`src/rtl/turn_sequencer.sv`:
```
// ---------------------------------------------------------------------------
// turn_sequencer
//
// Sits directly behind the path planner. The planner streams one 2-bit turn
// command per arena node into an internal FIFO (00 straight, 01 left,
// 10 right, 11 backward). After a start pulse the block line-follows and, at
// every junction reported by the line-sensor front end, pops one command and
// plays it out as a timed open-loop manoeuvre. A junction that arrives with
// the queue empty ends the run (DONE).
//
// Ports
//   clk_50      in   system clock, rising edge
//   reset       in   synchronous, active-high
//   cmd_valid   in   planner presents a command
//   cmd_data    in   [1:0] command code
//   cmd_last    in   final command of the path (closes the FIFO)
//   cmd_ready   out  write accepted when cmd_valid && cmd_ready
//   start       in   one-cycle pulse: begin run (IDLE) / clear path (DONE)
//   node_detect in   level, high while the robot is over a junction
//   motion      out  [2:0] 000 stop, 001 follow, 010 pivot L, 011 pivot R,
//                   100 forward blind
//   busy        out  high in FOLLOW or EXEC
//   done        out  high in DONE
//   cmd_count   out  [5:0] entries currently queued
//   node_index  out  [5:0] commands executed since start
//   error       out  sticky: write attempted while the FIFO was full
// ---------------------------------------------------------------------------
module turn_sequencer #(
    parameter int DEPTH        = 37,
    parameter int TURN_CYCLES  = 25000000,
    parameter int CROSS_CYCLES = 5000000,
    parameter int CNT_W        = 32
) (
    input  logic       clk_50,
    input  logic       reset,
    input  logic       cmd_valid,
    input  logic [1:0] cmd_data,
    input  logic       cmd_last,
    output logic       cmd_ready,
    input  logic       start,
    input  logic       node_detect,
    output logic [2:0] motion,
    output logic       busy,
    output logic       done,
    output logic [5:0] cmd_count,
    output logic [5:0] node_index,
    output logic       error
);

    localparam int PTR_W = (DEPTH > 1) ? $clog2(DEPTH) : 1;

    localparam logic [PTR_W-1:0] PTR_LAST = PTR_W'(DEPTH - 1);
    localparam logic [5:0]       DEPTH_C  = 6'(DEPTH);

    localparam logic [CNT_W-1:0] T_CROSS = CNT_W'(CROSS_CYCLES);
    localparam logic [CNT_W-1:0] T_TURN  = CNT_W'(TURN_CYCLES);
    localparam logic [CNT_W-1:0] T_UTURN = CNT_W'(2 * TURN_CYCLES);

    localparam logic [2:0] MOT_STOP   = 3'b000;
    localparam logic [2:0] MOT_FOLLOW = 3'b001;
    localparam logic [2:0] MOT_LEFT   = 3'b010;
    localparam logic [2:0] MOT_RIGHT  = 3'b011;
    localparam logic [2:0] MOT_FWD    = 3'b100;

    typedef enum logic [1:0] {
        S_IDLE   = 2'd0,
        S_FOLLOW = 2'd1,
        S_EXEC   = 2'd2,
        S_DONE   = 2'd3
    } state_t;

    state_t r_state;
    state_t w_state_nxt;

    logic [1:0]       r_mem [DEPTH];
    logic [PTR_W-1:0] r_wr_ptr;
    logic [PTR_W-1:0] r_rd_ptr;
    logic [5:0]       r_count;
    logic             r_loaded;
    logic             r_node_q;
    logic [CNT_W-1:0] r_timer;
    logic [5:0]       r_node_idx;
    logic             r_error;
    logic [2:0]       r_exec_motion;

    logic             w_node_rise;
    logic             w_ready;
    logic             w_wr;
    logic             w_overflow;
    logic             w_path_ready;
    logic             w_start_run;
    logic             w_pop;
    logic             w_clear;
    logic [2:0]       w_motion;
    logic             w_busy;
    logic             w_done;
    logic [CNT_W-1:0] w_load_val;
    logic [2:0]       w_load_motion;
    logic [PTR_W-1:0] w_wr_ptr_nxt;
    logic [PTR_W-1:0] w_rd_ptr_nxt;

    // Only a fresh rising edge counts as a junction; a level still high when
    // a manoeuvre ends must not trigger a second pop.
    assign w_node_rise = node_detect && !r_node_q;

    assign w_ready    = (r_state == S_IDLE) && !r_loaded && (r_count < DEPTH_C);
    assign w_wr       = cmd_valid && w_ready;
    assign w_overflow = (r_state == S_IDLE) && cmd_valid && !r_loaded &&
                        (r_count == DEPTH_C);

    // A completely full FIFO is treated as a finished path even if the
    // planner never flagged cmd_last: no further command could be accepted.
    assign w_path_ready = r_loaded || (r_count == DEPTH_C);

    // DEPTH need not be a power of two, so wrap explicitly.
    assign w_wr_ptr_nxt = (r_wr_ptr == PTR_LAST) ? '0 : r_wr_ptr + 1'b1;
    assign w_rd_ptr_nxt = (r_rd_ptr == PTR_LAST) ? '0 : r_rd_ptr + 1'b1;

    // Manoeuvre decode for the command at the head of the queue.
    always_comb begin
        w_load_val    = T_UTURN;
        w_load_motion = MOT_RIGHT;
        case (r_mem[r_rd_ptr])
            2'b00: begin
                w_load_val    = T_CROSS;
                w_load_motion = MOT_FWD;
            end
            2'b01: begin
                w_load_val    = T_TURN;
                w_load_motion = MOT_LEFT;
            end
            2'b10: begin
                w_load_val    = T_TURN;
                w_load_motion = MOT_RIGHT;
            end
            default: begin
                // Backward: 180-degree pivot to the right.
                w_load_val    = T_UTURN;
                w_load_motion = MOT_RIGHT;
            end
        endcase
    end

    always_ff @(posedge clk_50) begin
        if (reset) begin
            r_state <= S_IDLE;
        end else begin
            r_state <= w_state_nxt;
        end
    end

    always_comb begin
        w_state_nxt = r_state;
        w_motion    = MOT_STOP;
        w_busy      = 1'b0;
        w_done      = 1'b0;
        w_start_run = 1'b0;
        w_pop       = 1'b0;
        w_clear     = 1'b0;
        case (r_state)
            S_IDLE: begin
                // Uses the registered loaded/count, so a write in the same
                // cycle as start does not make start take effect.
                if (start && w_path_ready && (r_count != 6'd0)) begin
                    w_state_nxt = S_FOLLOW;
                    w_start_run = 1'b1;
                end
            end
            S_FOLLOW: begin
                w_motion = MOT_FOLLOW;
                w_busy   = 1'b1;
                if (w_node_rise) begin
                    if (r_count == 6'd0) begin
                        w_state_nxt = S_DONE;
                    end else begin
                        w_pop       = 1'b1;
                        w_state_nxt = S_EXEC;
                    end
                end
            end
            S_EXEC: begin
                w_motion = r_exec_motion;
                w_busy   = 1'b1;
                // Timer holds the remaining cycles including this one.
                if (r_timer == CNT_W'(1)) begin
                    w_state_nxt = S_FOLLOW;
                end
            end
            S_DONE: begin
                w_done = 1'b1;
                if (start) begin
                    w_state_nxt = S_IDLE;
                    w_clear     = 1'b1;
                end
            end
            default: begin
                w_state_nxt = S_IDLE;
            end
        endcase
    end

    always_ff @(posedge clk_50) begin
        if (reset) begin
            r_node_q   <= 1'b0;
            r_loaded   <= 1'b0;
            r_count    <= 6'd0;
            r_wr_ptr   <= '0;
            r_rd_ptr   <= '0;
            r_timer    <= '0;
            r_node_idx <= 6'd0;
            r_error    <= 1'b0;
        end else begin
            r_node_q <= node_detect;

            if (w_clear) begin
                r_loaded <= 1'b0;
                r_count  <= 6'd0;
                r_wr_ptr <= '0;
                r_rd_ptr <= '0;
            end else if (w_wr) begin
                r_wr_ptr <= w_wr_ptr_nxt;
                r_count  <= r_count + 6'd1;
                if (cmd_last) begin
                    r_loaded <= 1'b1;
                end
            end else if (w_pop) begin
                r_rd_ptr <= w_rd_ptr_nxt;
                r_count  <= r_count - 6'd1;
            end

            if (w_overflow) begin
                r_error <= 1'b1;
            end

            if (w_start_run) begin
                r_node_idx <= 6'd0;
            end else if (w_pop) begin
                r_node_idx <= r_node_idx + 6'd1;
            end

            if (w_pop) begin
                r_timer <= w_load_val;
            end else if (r_state == S_EXEC) begin
                r_timer <= r_timer - 1'b1;
            end
        end
    end

    // Command storage and the active manoeuvre code carry no reset.
    always_ff @(posedge clk_50) begin
        if (w_wr) begin
            r_mem[r_wr_ptr] <= cmd_data;
        end
        if (w_pop) begin
            r_exec_motion <= w_load_motion;
        end
    end

    assign cmd_ready  = w_ready;
    assign motion     = w_motion;
    assign busy       = w_busy;
    assign done       = w_done;
    assign cmd_count  = r_count;
    assign node_index = r_node_idx;
    assign error      = r_error;

endmodule
```
`config.mk`:
```
export PLATFORM = sky130hd
export DESIGN_NAME = turn_sequencer
export DESIGN_NICKNAME = d
export VERILOG_FILES = /design/src/rtl/turn_sequencer.sv
export SDC_FILE = /design/constraint.sdc
export NUM_CORES = 1
export LEC_CHECK = 0
export CAP_MARGIN = 20
export CORE_UTILIZATION = 31
export DETAILED_ROUTE_END_ITERATION = 10
export GPL_TIMING_DRIVEN = 0
export PLACE_DENSITY_LB_ADDON = 0.15
export SLEW_MARGIN = 20
export SYNTH_ARGS = -nofsm -noshare
export SYNTH_HDL_FRONTEND = slang
export SYNTH_SLANG_ARGS = --single-unit
```
`constraint.sdc`:
```
create_clock -name clk_50 -period 3.7 [get_ports clk_50]
set_input_delay 0.74 -clock clk_50 [delete_from_list [all_inputs] [get_ports clk_50]]
set_output_delay 0.74 -clock clk_50 [all_outputs]
set_load 0.01 [all_outputs]
```
# After elaboration in Yosys (flattened, before gate mapping)

Memory sizes are Yosys's and may differ from the RTL's. A register that Yosys moved wholly into a read port is not among the register bits.
Cells that the tools add are included.

Bits in read-only memories: 0
Memories kept: 1
Input bits: 8
RAM bits: 74
Flip-flop bits (word level): 64
Logic and storage cells: 85
Latch bits: 0
Output and inout port bits: 19

Bitwise logic cells: 1
Multiply operators: 0
Divide/modulo/power cells: 0
Add/sub/neg operators: 6
Shifts and indexed selects: 0
Reduce and logical (&&, ||, !) cells: 25
Muxes and demuxes: 28
Magnitude comparators: 1
Equality and inequality tests: 13

Memories:

| memory | depth | width | rd ports | clocked after Yosys merged registers in | wr ports | RTL line | text |
|---|---|---|---|---|---|---|---|
| r_mem  | 37    | 2     | 1        | 1                                       | 1        | 75       | `logic [1:0] r_mem [DEPTH];` |

Operators with widths:

| cell                    | number |
|---|---|
| $mux W32                | 2 |
| $pmux W26 S2            | 1 |
| $mux W6                 | 6 |
| $eq A32 B1 Y1 const B   | 1 |
| $sub A32 B1 Y32 const B | 1 |
| $add A6 B1 Y6 const B   | 4 |
| $eq A6 B6 Y1 const B    | 3 |
| $mux W1                 | 12 |
| $pmux W3 S2             | 2 |
| $logic_and A1 B1 Y1     | 9 |
| $mux W2                 | 4 |
| $pmux W2 S4             | 1 |
| $reduce_or A2 Y1        | 4 |
| $eq A2 B2 Y1 const B    | 3 |
| $logic_not A6 Y1        | 1 |
| $lt A6 B6 Y1 const B    | 1 |
| $ne A2 B2 Y1 const B    | 3 |
| $reduce_bool A6 Y1      | 1 |
| $sub A6 B1 Y6 const B   | 1 |
| $eq A2 B1 Y1 const B    | 2 |
| $logic_not A2 Y1        | 2 |
| $reduce_and A2 Y1       | 2 |
| $reduce_and A4 Y1       | 1 |
| $reduce_bool A2 Y1      | 2 |
| other kinds (4)         | 5 |

# Logic depth before layout (Yosys ltp)

Depth after elaboration: 8
Mapped depth: 11
Gate-level depth less buffers: 11

# Least setup slack after synthesis

No wires, ideal clock.

Kind: input to register
From: input cmd_valid
To: register r_count[5] (netlist: cmd_count[5])
Slack: 800 ps
Stages on the path: 8
Data required time: 3628 ps
Path buffers: 0
Library setup time: 72 ps
Data arrival time: 2829 ps
Path through: nor3b_1 -> nand2_1 -> ha_1 -> a211oi_1 -> o21bai_1 -> a21oi_1 -> mux2i_1 -> mux2i_1

Longest elaborated chain between the ends: 2
Elaborated cells on any way between the ends: 3
Classes of those cells: 1 x mux; 2 x reduce/logical

Ends and longest elaborated chain:

| item                                                 | RTL line | text |
|---|---|---|
| start, declared                                      | 36       | `input logic cmd_valid,` |
| $logic_and A1 B1 Y1 (*)                              | 107      | `assign w_wr = cmd_valid && w_ready;` |
| $mux W6 / $reduce_bool A2 Y1 (equally long branches) | -        |  |
| end signal, assigned                                 | 222      | `r_count <= r_count + 6'd1;` |
| end signal, assigned                                 | 228      | `r_count <= r_count - 6'd1;` |
| end, declared                                        | 78       | `logic [5:0] r_count;` |

Every way passes the cells marked *; elsewhere a longest branch is shown, timed or not.
A chain may end at the register's enable or synchronous reset.

==> qor.csv <==
metric,value,unit
yosysMostFrequentCell,nor2_1,
io_buffers,25,
dieArea,21800,µm²
insertion_delay,0.43,ns
p_leak,2.62,nW
ios,27,
finClkSkew,0.0120,ns
cts_setup_buffers,0,
hold_violations,0,
syn_avg_cell_area,11.7,µm²
clock_path_buffers,2,
period_minus_slack,3.44,ns
synth_cells,564,
die_x,148,µm
worst_hold_slack,0.458,ns
nets,636,
synth_warnings,0,
slowest_delay,0.69,ns
slew_violations,0,
cp_slowest_cell,o21ai_0,
drt_iter0_markers,278,
cp_top_family,compound AO/OA/AOI/OAI gates,
first_global_vias,4472,
path_class,reg -> reg,
worstMarginPinSlew,1.06,ns
hpwl,10.3,mm
synth-seq-cells,144,
core_area,20500,µm²
startpoint_type,register,
synth-async-reset-ratio,0,
fillCellCount,1969,
synth-main-ff-cell,edfxtp_1,
grtUsageTotal,0.144,
path_cells,buf_2 > buf_2 > mux4_2 > a22oi_1 > nand3_1 > a22o_1 > a21o_1 > ha_1 > o21ai_0 > a21oi_1,
synth_common_cells,"80 x nor2_1, 77 x edfxtp_1, 67 x dfxtp_1",
grt_pass1_wl,23.6,mm
htreeDepth,4,
vdd_ir_drop_max,0.355,mV
drt-pass1-iter-count,4,
clk_pin_slew,0.07,ns
status,"finished, final reports clean",
std_cell_rows,52,
crit_top_cell,buf_2,
synth-seq-area-share,0.556,
relSlewSlack,0.284,
cts.sinks,144,
initial_utilization,0.321,
cp_max_fo,10,
setup_viol,0,
post-route-period-util,0.929,
critPathArrivalTime,3.70,ns
vias,4428,
rsz0062_at_grt,false,
hp-class,reg -> reg,
cap_viol_max_count,0,
syn-cell-area,6580,µm²
cp.required,3.96,ns
cp_num_buf_inv,2,
layout-drive-gt1-share,0.124,
overflow,0,
synth_area_leaders,"edfxtp_1 35%, dfxtp_1 20%, mux4_2 6.2%, xnor2_1 4.7%, nor2_1 4.6%",
die_h,148,µm
synthDominantCellAreaShare,0.352,
drtAntennaViolNets,0,
hold_buffers,0,
power.density,657,nW/µm²
n_antenna_cell,0,
clock.fmax,291,MHz
antenna_found_initial,0,
cts_buffers,17,
gp_congestion,0.742,
cts_root_buffer,clkbuf_16,
wirelength,14.8,mm
synth_edf_count,77,
synth_nets,592,
wl_per_cell,16.6,µm
synth_largest_area_cell,edfxtp_1,
cp-end-kind,register,
area_growth,18.5,%
grt_max_degree,38,
vias_per_cell,4.97,
post-route-util,0.380,
cts_tree,yes,
yosys.cell_types.count,59,
drc,0,
## registers in the layout (all words and copies together), names as in the netlist, named ones only
name	flops
r_timer	32
r_rd_ptr	6
r_wr_ptr	6
cmd_count	6
r_exec_motion	3
r_state	2
r_mem	74
r_node_q	1
r_loaded	1
error	1
node_index	6
## layout by cell type (no fill, tap or decap), drive strengths merged, types with 3 or more instances in the layout
cell type	n
dfxtp	67
clkdlybuf4s50	23
a211oi	4
bufinv	4
inv	20
nor2	80
edfxtp	77
nand3b	3
nand2	26
clkinv	4
and3	5
xnor2	35
nor3	22
a21o	5
o21ai	15
mux2i	6
ha	19
or3b	3
nor4	12
nor2b	6
xor2	10
nand4	7
or3	9
buf	10
a31oi	3
or4	10
o31ai	3
a21oi	35
nor4b	3
nand3	15
clkbuf	32
clkinvlp	3
a22oi	4
mux4	18
## where the power goes
part           total [mW]  internal [mW]  switching (mW)  leakage, nW
combinational        1.35          0.545           0.804         1.09
sequential           1.94           1.81           0.136         1.24
clock                1.83           1.14           0.692        0.299
## timing repair
item	in CTS	in global routing
endpoints found under the hold margin	0	0
setup endpoints to repair	0	2
gates resized for setup	0	2
## path summary, 6_finish.rpt
path	from	end	slack, ns	depth (start not counted)
max	register	r_timer[17]	0.26	10
min	error	error	0.46	2
max reg2reg	register	r_timer[17]	0.26	10
min reg2reg	error	error	0.46	2
## stage by stage
stage | area, µm² | total power, mW | TNS [ns] | worst slack (ns) | instances
floorplan | 6580 | 2.91 | 0 | 0.800 | 564
global placement | 7160 | 3.29 | -5.04 | -0.381 | 859
detailed placement | 7150 | 3.32 | -6.82 | -0.430 | 859
CTS | 7790 | 5.16 | 0 | 0.00626 | 891
global route | 7790 | 5.37 | 0 | 0.0425 | 891
finish | 7790 | 5.12 | 0 | 0.263 | 891
## routing by layer
layer,track usage,up-vias,routed length (µm)
met3,0.0290,21,412
met5,0,-,0
li1,-,2162,-
met2,0.238,66,7030
met4,0.0567,0,267
met1,0.185,2179,7110
## logic make-up after synthesis
logic type | count (synthesis) | synth area share
fa+ha+maj | 20 | 0.0392
simple gates | 208 | 0.167
xor+xnor | 45 | 0.0599
buf+inv | 39 | 0.0247
compound gates | 82 | 0.0790
mux | 26 | 0.0742
flops | 144 | 0.556
## worst min-delay path: stages (launching register included)
cell and delay (ns):
dfxtp_1 0.31, inv_1 0.05, a21oi_1 0.05
## layout make-up
class | instances | area, µm² | share of cell area
flip-flops and latches | 144 | 3650 | 0.469
multi-input cells | 381 | 2760 | 0.355
clock buffers | 17 | 425 | 0.0546
well taps | 270 | 338 | 0.0434
repair buffers | 25 | 240 | 0.0308
clock inverters | 15 | 208 | 0.0267
plain buffers | 23 | 103 | 0.0132
inverters | 16 | 60.1 | 0.00771
Power figures use the tool's default switching activity.
